## config.mk

```make
export PLATFORM = sky130hd
export DESIGN_NAME = tdc_link_align_ctrl
export DESIGN_NICKNAME = d
export VERILOG_FILES = /design/src/rtl/tdc_link_align_ctrl.sv
export SDC_FILE = /design/constraint.sdc
export NUM_CORES = 1
export LEC_CHECK = 0
export CAP_MARGIN = 10
export CORE_MARGIN = 5
export CORE_UTILIZATION = 50
export DETAILED_ROUTE_END_ITERATION = 12
export GPL_ROUTABILITY_DRIVEN = 0
export MAX_ROUTING_LAYER = met4
export PLACE_DENSITY = 0.76
export SYNTH_ARGS = -nofsm -noshare
export SYNTH_HDL_FRONTEND = slang
export SYNTH_SLANG_ARGS = --single-unit
```

## constraint.sdc

```tcl
create_clock -name i_Clk -period 1.9 [get_ports i_Clk]
set_input_delay 0.285 -clock i_Clk [delete_from_list [all_inputs] [get_ports i_Clk]]
set_output_delay 0.285 -clock i_Clk [all_outputs]
set_load 0.05 [all_outputs]
```

## src/rtl/tdc_link_align_ctrl.sv

```systemverilog
// tdc_link_align_ctrl
//   Word-alignment and link-supervision controller for the TDC 8b10b
//   receive path. Watches the decoder's per-word outputs, issues bitslip
//   pulses to the deserializer until K28.5 commas decode, confirms lock
//   after LOCK_CNT consecutive good commas, and drops lock (restarting
//   from a decoder soft reset) when too many errors land in one window.
//
// Ports
//   i_Clk, i_ARst_L    clock, asynchronous active-low reset
//   i_word_valid       decoder word valid this cycle
//   i_Dout/i_Kout      decoded byte and K flag
//   i_DErr/i_DpErr     code error / disparity error
//   o_bitslip          one-cycle bitslip pulse
//   o_dec_soft_reset   decoder soft reset
//   o_force_disparity  decoder ForceDisparity
//   o_disparity        forced disparity value (1 = negative)
//   o_locked           link locked
//   o_state            FSM state (0 RST_DEC,1 SEARCH,2 SLIP,3 CONFIRM,4 LOCKED)
//   o_slip_count       bitslips since last lock, modulo 10
//   o_lock_loss_cnt    lock losses, saturating at 255
module tdc_link_align_ctrl #(
  parameter logic [7:0] COMMA        = 8'hBC,
  parameter int         SEARCH_WORDS = 20,
  parameter int         SLIP_WAIT    = 16,
  parameter int         LOCK_CNT     = 8,
  parameter int         ERR_WINDOW   = 64,
  parameter int         ERR_THRESH   = 4,
  parameter int         RST_CYC      = 2
) (
  input  logic       i_Clk,
  input  logic       i_ARst_L,
  input  logic       i_word_valid,
  input  logic [7:0] i_Dout,
  input  logic       i_Kout,
  input  logic       i_DErr,
  input  logic       i_DpErr,
  output logic       o_bitslip,
  output logic       o_dec_soft_reset,
  output logic       o_force_disparity,
  output logic       o_disparity,
  output logic       o_locked,
  output logic [2:0] o_state,
  output logic [3:0] o_slip_count,
  output logic [7:0] o_lock_loss_cnt
);

  typedef enum logic [2:0] {
    ST_RST_DEC = 3'd0,
    ST_SEARCH  = 3'd1,
    ST_SLIP    = 3'd2,
    ST_CONFIRM = 3'd3,
    ST_LOCKED  = 3'd4
  } state_t;

  localparam int RC_W = $clog2(RST_CYC + 1);
  localparam int WC_W = $clog2(SEARCH_WORDS + 1);
  localparam int SW_W = $clog2(SLIP_WAIT + 1);
  localparam int CC_W = $clog2(LOCK_CNT + 1);
  localparam int WN_W = $clog2(ERR_WINDOW + 1);
  localparam int EC_W = $clog2(ERR_THRESH + 1);

  localparam logic [RC_W-1:0] RC_LAST = RC_W'(RST_CYC - 1);
  localparam logic [WC_W-1:0] WC_LAST = WC_W'(SEARCH_WORDS - 1);
  localparam logic [SW_W-1:0] SW_LAST = SW_W'(SLIP_WAIT - 1);
  localparam logic [CC_W-1:0] CC_LAST = CC_W'(LOCK_CNT - 1);
  localparam logic [WN_W-1:0] WN_LAST = WN_W'(ERR_WINDOW - 1);
  localparam logic [EC_W-1:0] EC_LAST = EC_W'(ERR_THRESH - 1);

  state_t            state_q, state_d;
  logic [RC_W-1:0]   rst_cnt_q, rst_cnt_d;
  logic [WC_W-1:0]   word_cnt_q, word_cnt_d;
  logic [SW_W-1:0]   wait_cnt_q, wait_cnt_d;
  logic [CC_W-1:0]   comma_cnt_q, comma_cnt_d;
  logic [WN_W-1:0]   win_cnt_q, win_cnt_d;
  logic [EC_W-1:0]   err_cnt_q, err_cnt_d;
  logic [3:0]        slip_cnt_q, slip_cnt_d;
  logic [7:0]        loss_cnt_q, loss_cnt_d;

  logic bitslip_q, bitslip_d;
  logic soft_reset_q, soft_reset_d;
  logic force_disp_q, force_disp_d;
  logic disparity_q, disparity_d;
  logic locked_q, locked_d;

  logic good_comma, bad_word;

  assign good_comma = i_word_valid & i_Kout & (i_Dout == COMMA) & ~i_DErr;
  assign bad_word   = i_word_valid & (i_DErr | i_DpErr);

  // State and counter registers
  always_ff @(posedge i_Clk or negedge i_ARst_L) begin
    if (!i_ARst_L) begin
      state_q      <= ST_RST_DEC;
      rst_cnt_q    <= '0;
      word_cnt_q   <= '0;
      wait_cnt_q   <= '0;
      comma_cnt_q  <= '0;
      win_cnt_q    <= '0;
      err_cnt_q    <= '0;
      slip_cnt_q   <= '0;
      loss_cnt_q   <= '0;
      bitslip_q    <= 1'b0;
      soft_reset_q <= 1'b1;
      force_disp_q <= 1'b1;
      disparity_q  <= 1'b1;
      locked_q     <= 1'b0;
    end else begin
      state_q      <= state_d;
      rst_cnt_q    <= rst_cnt_d;
      word_cnt_q   <= word_cnt_d;
      wait_cnt_q   <= wait_cnt_d;
      comma_cnt_q  <= comma_cnt_d;
      win_cnt_q    <= win_cnt_d;
      err_cnt_q    <= err_cnt_d;
      slip_cnt_q   <= slip_cnt_d;
      loss_cnt_q   <= loss_cnt_d;
      bitslip_q    <= bitslip_d;
      soft_reset_q <= soft_reset_d;
      force_disp_q <= force_disp_d;
      disparity_q  <= disparity_d;
      locked_q     <= locked_d;
    end
  end

  // Next state and counter updates
  always_comb begin
    state_d     = state_q;
    rst_cnt_d   = rst_cnt_q;
    word_cnt_d  = word_cnt_q;
    wait_cnt_d  = wait_cnt_q;
    comma_cnt_d = comma_cnt_q;
    win_cnt_d   = win_cnt_q;
    err_cnt_d   = err_cnt_q;
    slip_cnt_d  = slip_cnt_q;
    loss_cnt_d  = loss_cnt_q;
    case (state_q)
      ST_RST_DEC: begin
        // cycle timer, runs regardless of word valid
        if (rst_cnt_q == RC_LAST) begin
          state_d    = ST_SEARCH;
          rst_cnt_d  = '0;
          word_cnt_d = '0;
        end else begin
          rst_cnt_d = rst_cnt_q + RC_W'(1);
        end
      end
      ST_SEARCH: begin
        if (i_word_valid) begin
          if (good_comma) begin
            state_d     = ST_CONFIRM;
            comma_cnt_d = CC_W'(1);
            word_cnt_d  = '0;
          end else if (word_cnt_q == WC_LAST) begin
            state_d    = ST_SLIP;
            wait_cnt_d = '0;
            word_cnt_d = '0;
            slip_cnt_d = (slip_cnt_q == 4'd9) ? 4'd0 : slip_cnt_q + 4'd1;
          end else begin
            word_cnt_d = word_cnt_q + WC_W'(1);
          end
        end
      end
      ST_SLIP: begin
        // hold-off while the deserializer settles; inputs are ignored
        if (wait_cnt_q == SW_LAST) begin
          state_d    = ST_SEARCH;
          wait_cnt_d = '0;
          word_cnt_d = '0;
        end else begin
          wait_cnt_d = wait_cnt_q + SW_W'(1);
        end
      end
      ST_CONFIRM: begin
        if (i_word_valid) begin
          if (bad_word) begin
            // errors win over a comma in the same word; no slip, just re-search
            state_d     = ST_SEARCH;
            comma_cnt_d = '0;
            word_cnt_d  = '0;
          end else if (good_comma) begin
            comma_cnt_d = comma_cnt_q + CC_W'(1);
            word_cnt_d  = '0;
            if (comma_cnt_q == CC_LAST) begin
              state_d    = ST_LOCKED;
              win_cnt_d  = '0;
              err_cnt_d  = '0;
              slip_cnt_d = '0;
            end
          end else if (word_cnt_q == WC_LAST) begin
            state_d     = ST_SEARCH;
            comma_cnt_d = '0;
            word_cnt_d  = '0;
          end else begin
            word_cnt_d = word_cnt_q + WC_W'(1);
          end
        end
      end
      ST_LOCKED: begin
        if (i_word_valid) begin
          if (bad_word && (err_cnt_q == EC_LAST)) begin
            state_d   = ST_RST_DEC;
            rst_cnt_d = '0;
            if (loss_cnt_q != 8'hFF) loss_cnt_d = loss_cnt_q + 8'd1;
          end else if (win_cnt_q == WN_LAST) begin
            // last word of the window: its error was already judged above
            win_cnt_d = '0;
            err_cnt_d = '0;
          end else begin
            win_cnt_d = win_cnt_q + WN_W'(1);
            if (bad_word) err_cnt_d = err_cnt_q + EC_W'(1);
          end
        end
      end
      default: state_d = ST_RST_DEC;
    endcase
  end

  // Registered outputs follow the state being entered
  always_comb begin
    bitslip_d    = (state_q == ST_SEARCH) && (state_d == ST_SLIP);
    soft_reset_d = (state_d == ST_RST_DEC);
    force_disp_d = !((state_d == ST_CONFIRM) || (state_d == ST_LOCKED));
    disparity_d  = 1'b1;
    locked_d     = (state_d == ST_LOCKED);
  end

  assign o_bitslip         = bitslip_q;
  assign o_dec_soft_reset  = soft_reset_q;
  assign o_force_disparity = force_disp_q;
  assign o_disparity       = disparity_q;
  assign o_locked          = locked_q;
  assign o_state           = state_q;
  assign o_slip_count      = slip_cnt_q;
  assign o_lock_loss_cnt   = loss_cnt_q;

endmodule

```

==> flow_metrics.env <==
export IMPL_cts_made_buffers=5
export IMPL_yosys_warnings=0
export IMPL_hold_start="err_cnt_q[2]$_DFFE_PN0P_"
export IMPL_drt_total_wl_microns=6460
export IMPL_setup_violations_final=1
export IMPL_postRouteAntennaNets=0
export IMPL_core_rowCount=26
export IMPL_dieArea_sq_um=6700
export IMPL_dpl_hpwl_microns=4510
export IMPL_drt_iter0_markers=168
export IMPL_final_cell_mix="60 x buf_4, 37 x dfrtp_1, 24 x nand2_1"
export IMPL_post_route_period_util_pct=100
export IMPL_initial_core_util_pct=50.9
export IMPL_maxSlewHeadroom_pct=63.1
export IMPL_fin_crit_ns=1.91
export IMPL_synth_seq_area_share_pct=43.7
export IMPL_r2r_start="o_state[1]$_DFF_PN0_"
export IMPL_critPathRequiredTime_ns=2.09
export IMPL_antenna_found_initial=0
export IMPL_die_x_microns=81.9
export IMPL_post_drt_via_cell_ratio=5.46
export IMPL_firstDrtPassIters=4
export IMPL_htreeDepth=2
export IMPL_crit_path_end_kind="register"
export IMPL_grt_pass1_vias=2271
export IMPL_num_vias=2299
export IMPL_async_reset_ff_share_pct=100
export IMPL_numPortBuffers=32
export IMPL_num_antenna_cells=0
export IMPL_p_leak_uw=0.00166
export IMPL_num_nets_final=373
export IMPL_die_h_microns=81.9
export IMPL_synth_edff_count=0
export IMPL_maxCapViolations=0
export IMPL_failed_checks="negative setup slack"
export IMPL_final_common_cell="buf_4"
export IMPL_ys_ff_latch=45
export IMPL_grt_pass1_wl_microns=10600
export IMPL_rsz0062_at_grt="true"
export IMPL_arrival_ns=2.10
export IMPL_hold_class="reg -> reg"
export IMPL_drv_slew=0
export IMPL_pin_count=34
export IMPL_area_delta_synth_final_pct=40.2
export IMPL_clock_path_buffers=2
export IMPL_fin_util_pct=71.3
export IMPL_setup_slack_ns=-0.00672
export IMPL_skew_ns=0.00760
export IMPL_synth_area_per_cell_sq_um=9.64
export IMPL_crit_path_start_kind="register"
export IMPL_wire_per_inst_microns=15.3
export IMPL_synthCells=268
export IMPL_core_sq_um=5070
export IMPL_hold_viol_final=0
export IMPL_grt_use_total_pct=21.0
export IMPL_synth_cell_types=59
export IMPL_cp_max_fo=11
export IMPL_cts_sinks=45
export IMPL_path_class="reg -> reg"
export IMPL_synthFlopType="dfrtp_1"
export IMPL_vdd_drop_max_uv=579
export IMPL_netlist_area_sq_um=2580
export IMPL_grt_ovfl_total=0
export IMPL_clock_latency_ns=0.30
export IMPL_holdWs_ns=0.491
export IMPL_root_buffer="clkbuf_8"
export IMPL_path_clk_slew_ns=0.09
export IMPL_crit_path_start="o_state[1]$_DFF_PN0_"
export IMPL_grt_max_degree=24
export IMPL_synthesis_nets=291
export IMPL_drive_gt1_share_pct=32.2
export IMPL_pwr_density_cell_nw_per_um2=864
export IMPL_cts_tree="yes"
export IMPL_status="finished, violations left"
export IMPL_drc_errors=0
export IMPL_worst_pin_slew_ns=0.553
export IMPL_fmax_ghz=0.524
-- worst max-delay path, cell delays in order (launching register included) --
cell	delay, ns
dfrtp_2	0.51
or3b_4	0.48
a211oi_4	0.29
nand4_1	0.21
buf_4	0.19
xnor2_1	0.11
-- synth_stat cells, types with 5 or more instances --
cell type | number | share of area [%]
o21ai_0 | 27 | 5.2
nor3b_1 | 7 | 2.0
inv_1 | 7 | 1.0
dfrtp_1 | 43 | 42
nor2b_1 | 7 | 1.7
nor3_1 | 5 | 0.97
nand2_1 | 25 | 3.6
or3_1 | 7 | 1.7
a211oi_1 | 6 | 1.7
a21o_1 | 5 | 1.5
ha_1 | 9 | 4.4
nand3_1 | 8 | 1.6
and3_1 | 6 | 1.5
a21oi_1 | 6 | 1.2
nor2_1 | 18 | 2.6
xnor2_1 | 7 | 2.4
-- report_power, final --
part / total (uW) / internal (uW) / switching [uW] / leakage [uW]
Sequential: 1230 / 1090 / 140 / 0.000599
Clock: 634 / 268 / 365 / 0.0000452
Combinational: 1270 / 586 / 680 / 0.00102
-- final cells by class --
| cell class | instances | area, sq um |
|---|---|---|
| Tap cell | 70 | 87.6 |
| Sequential cell | 45 | 1140 |
| Inverter | 7 | 26.3 |
| Clock buffer | 5 | 68.8 |
| Fill cell | 405 | 1460 |
| Clock inverter | 3 | 25.0 |
| Multi-Input combinational cell | 204 | 1530 |
| Timing Repair Buffer | 87 | 742 |
-- flip-flops by register name (all words and copies together), names as in the netlist --
register and count:
o_state 3, comma_cnt_q 4, err_cnt_q 3, word_cnt_q 5
wait_cnt_q 5, o_lock_loss_cnt 8, o_force_disparity 1, o_slip_count 4
o_dec_soft_reset 1, rst_cnt_q 2, win_cnt_q 7, o_bitslip 1
o_locked 1
-- worst paths after layout --
path | to | slack (ns) | depth (start not counted)
hold reg to reg | err_cnt_q[2]$_DFFE_PN0P_ | 0.49 | 1
max in group asynchronous | o_force_disparity$_DFF_PN1_ | 0.81 | 3
min in group asynchronous | wait_cnt_q[0]$_DFFE_PN0P_ | 0.50 | 2
hold / removal | err_cnt_q[2]$_DFFE_PN0P_ | 0.49 | 1
setup reg to reg | o_lock_loss_cnt[3]$_DFFE_PN0P_ | -0.007 | 5
setup / recovery | o_lock_loss_cnt[3]$_DFFE_PN0P_ | -0.007 | 5
-- through the flow --
step           total power (uW)  TNS (ns)  setup slack, ns  instances  cell area [sq um]
6_report                   3130  -0.00672         -0.00672        421               3620
5_1_grt                    3330    -0.230          -0.0482        421               3620
4_1_cts                    3020         0         0.000820        414               3440
3_5_place_dp               2380     -9.28           -0.385        404               3290
3_3_place_gp               2350     -8.37           -0.350        404               3290
2_1_floorplan              1930   -0.0983          -0.0440        268               2630
-- layer usage --
layer  track usage [%]  share of wire [%]  wire (microns)  up-vias
met2              31.5                 46            2960       49
met5                 -                  0               0        -
met3              4.50                4.8             307        4
li1                  -                  -               -     1137
met4              5.98               0.82              53        0
met1              28.6                 49            3140     1109
-- timing repair --
item | CTS | global route
gates resized for setup | 10 | 29
buffers inserted | 1 | 7
gates cloned | 0 | 0
hold endpoints to repair | 22 | 0
pin swaps | 2 | 6
endpoints found under the setup margin | 9 | 36
hold buffers | 1 | 0
-- cell families (layout without fill, tap and decap cells) --
logic type      count (synthesis)  count (layout)  synth area share (%)
xor+xnor                       11              11                  3.73
mux                             3               3                  1.21
compound gates                 67              67                  17.3
simple gates                  113             113                  25.6
fa+ha+maj                       9               9                  4.36
other cells                     1               1                 0.145
flops                          45              45                  43.7
buf+inv                        19             102                  3.97
(Power assumes the default switching activity.)
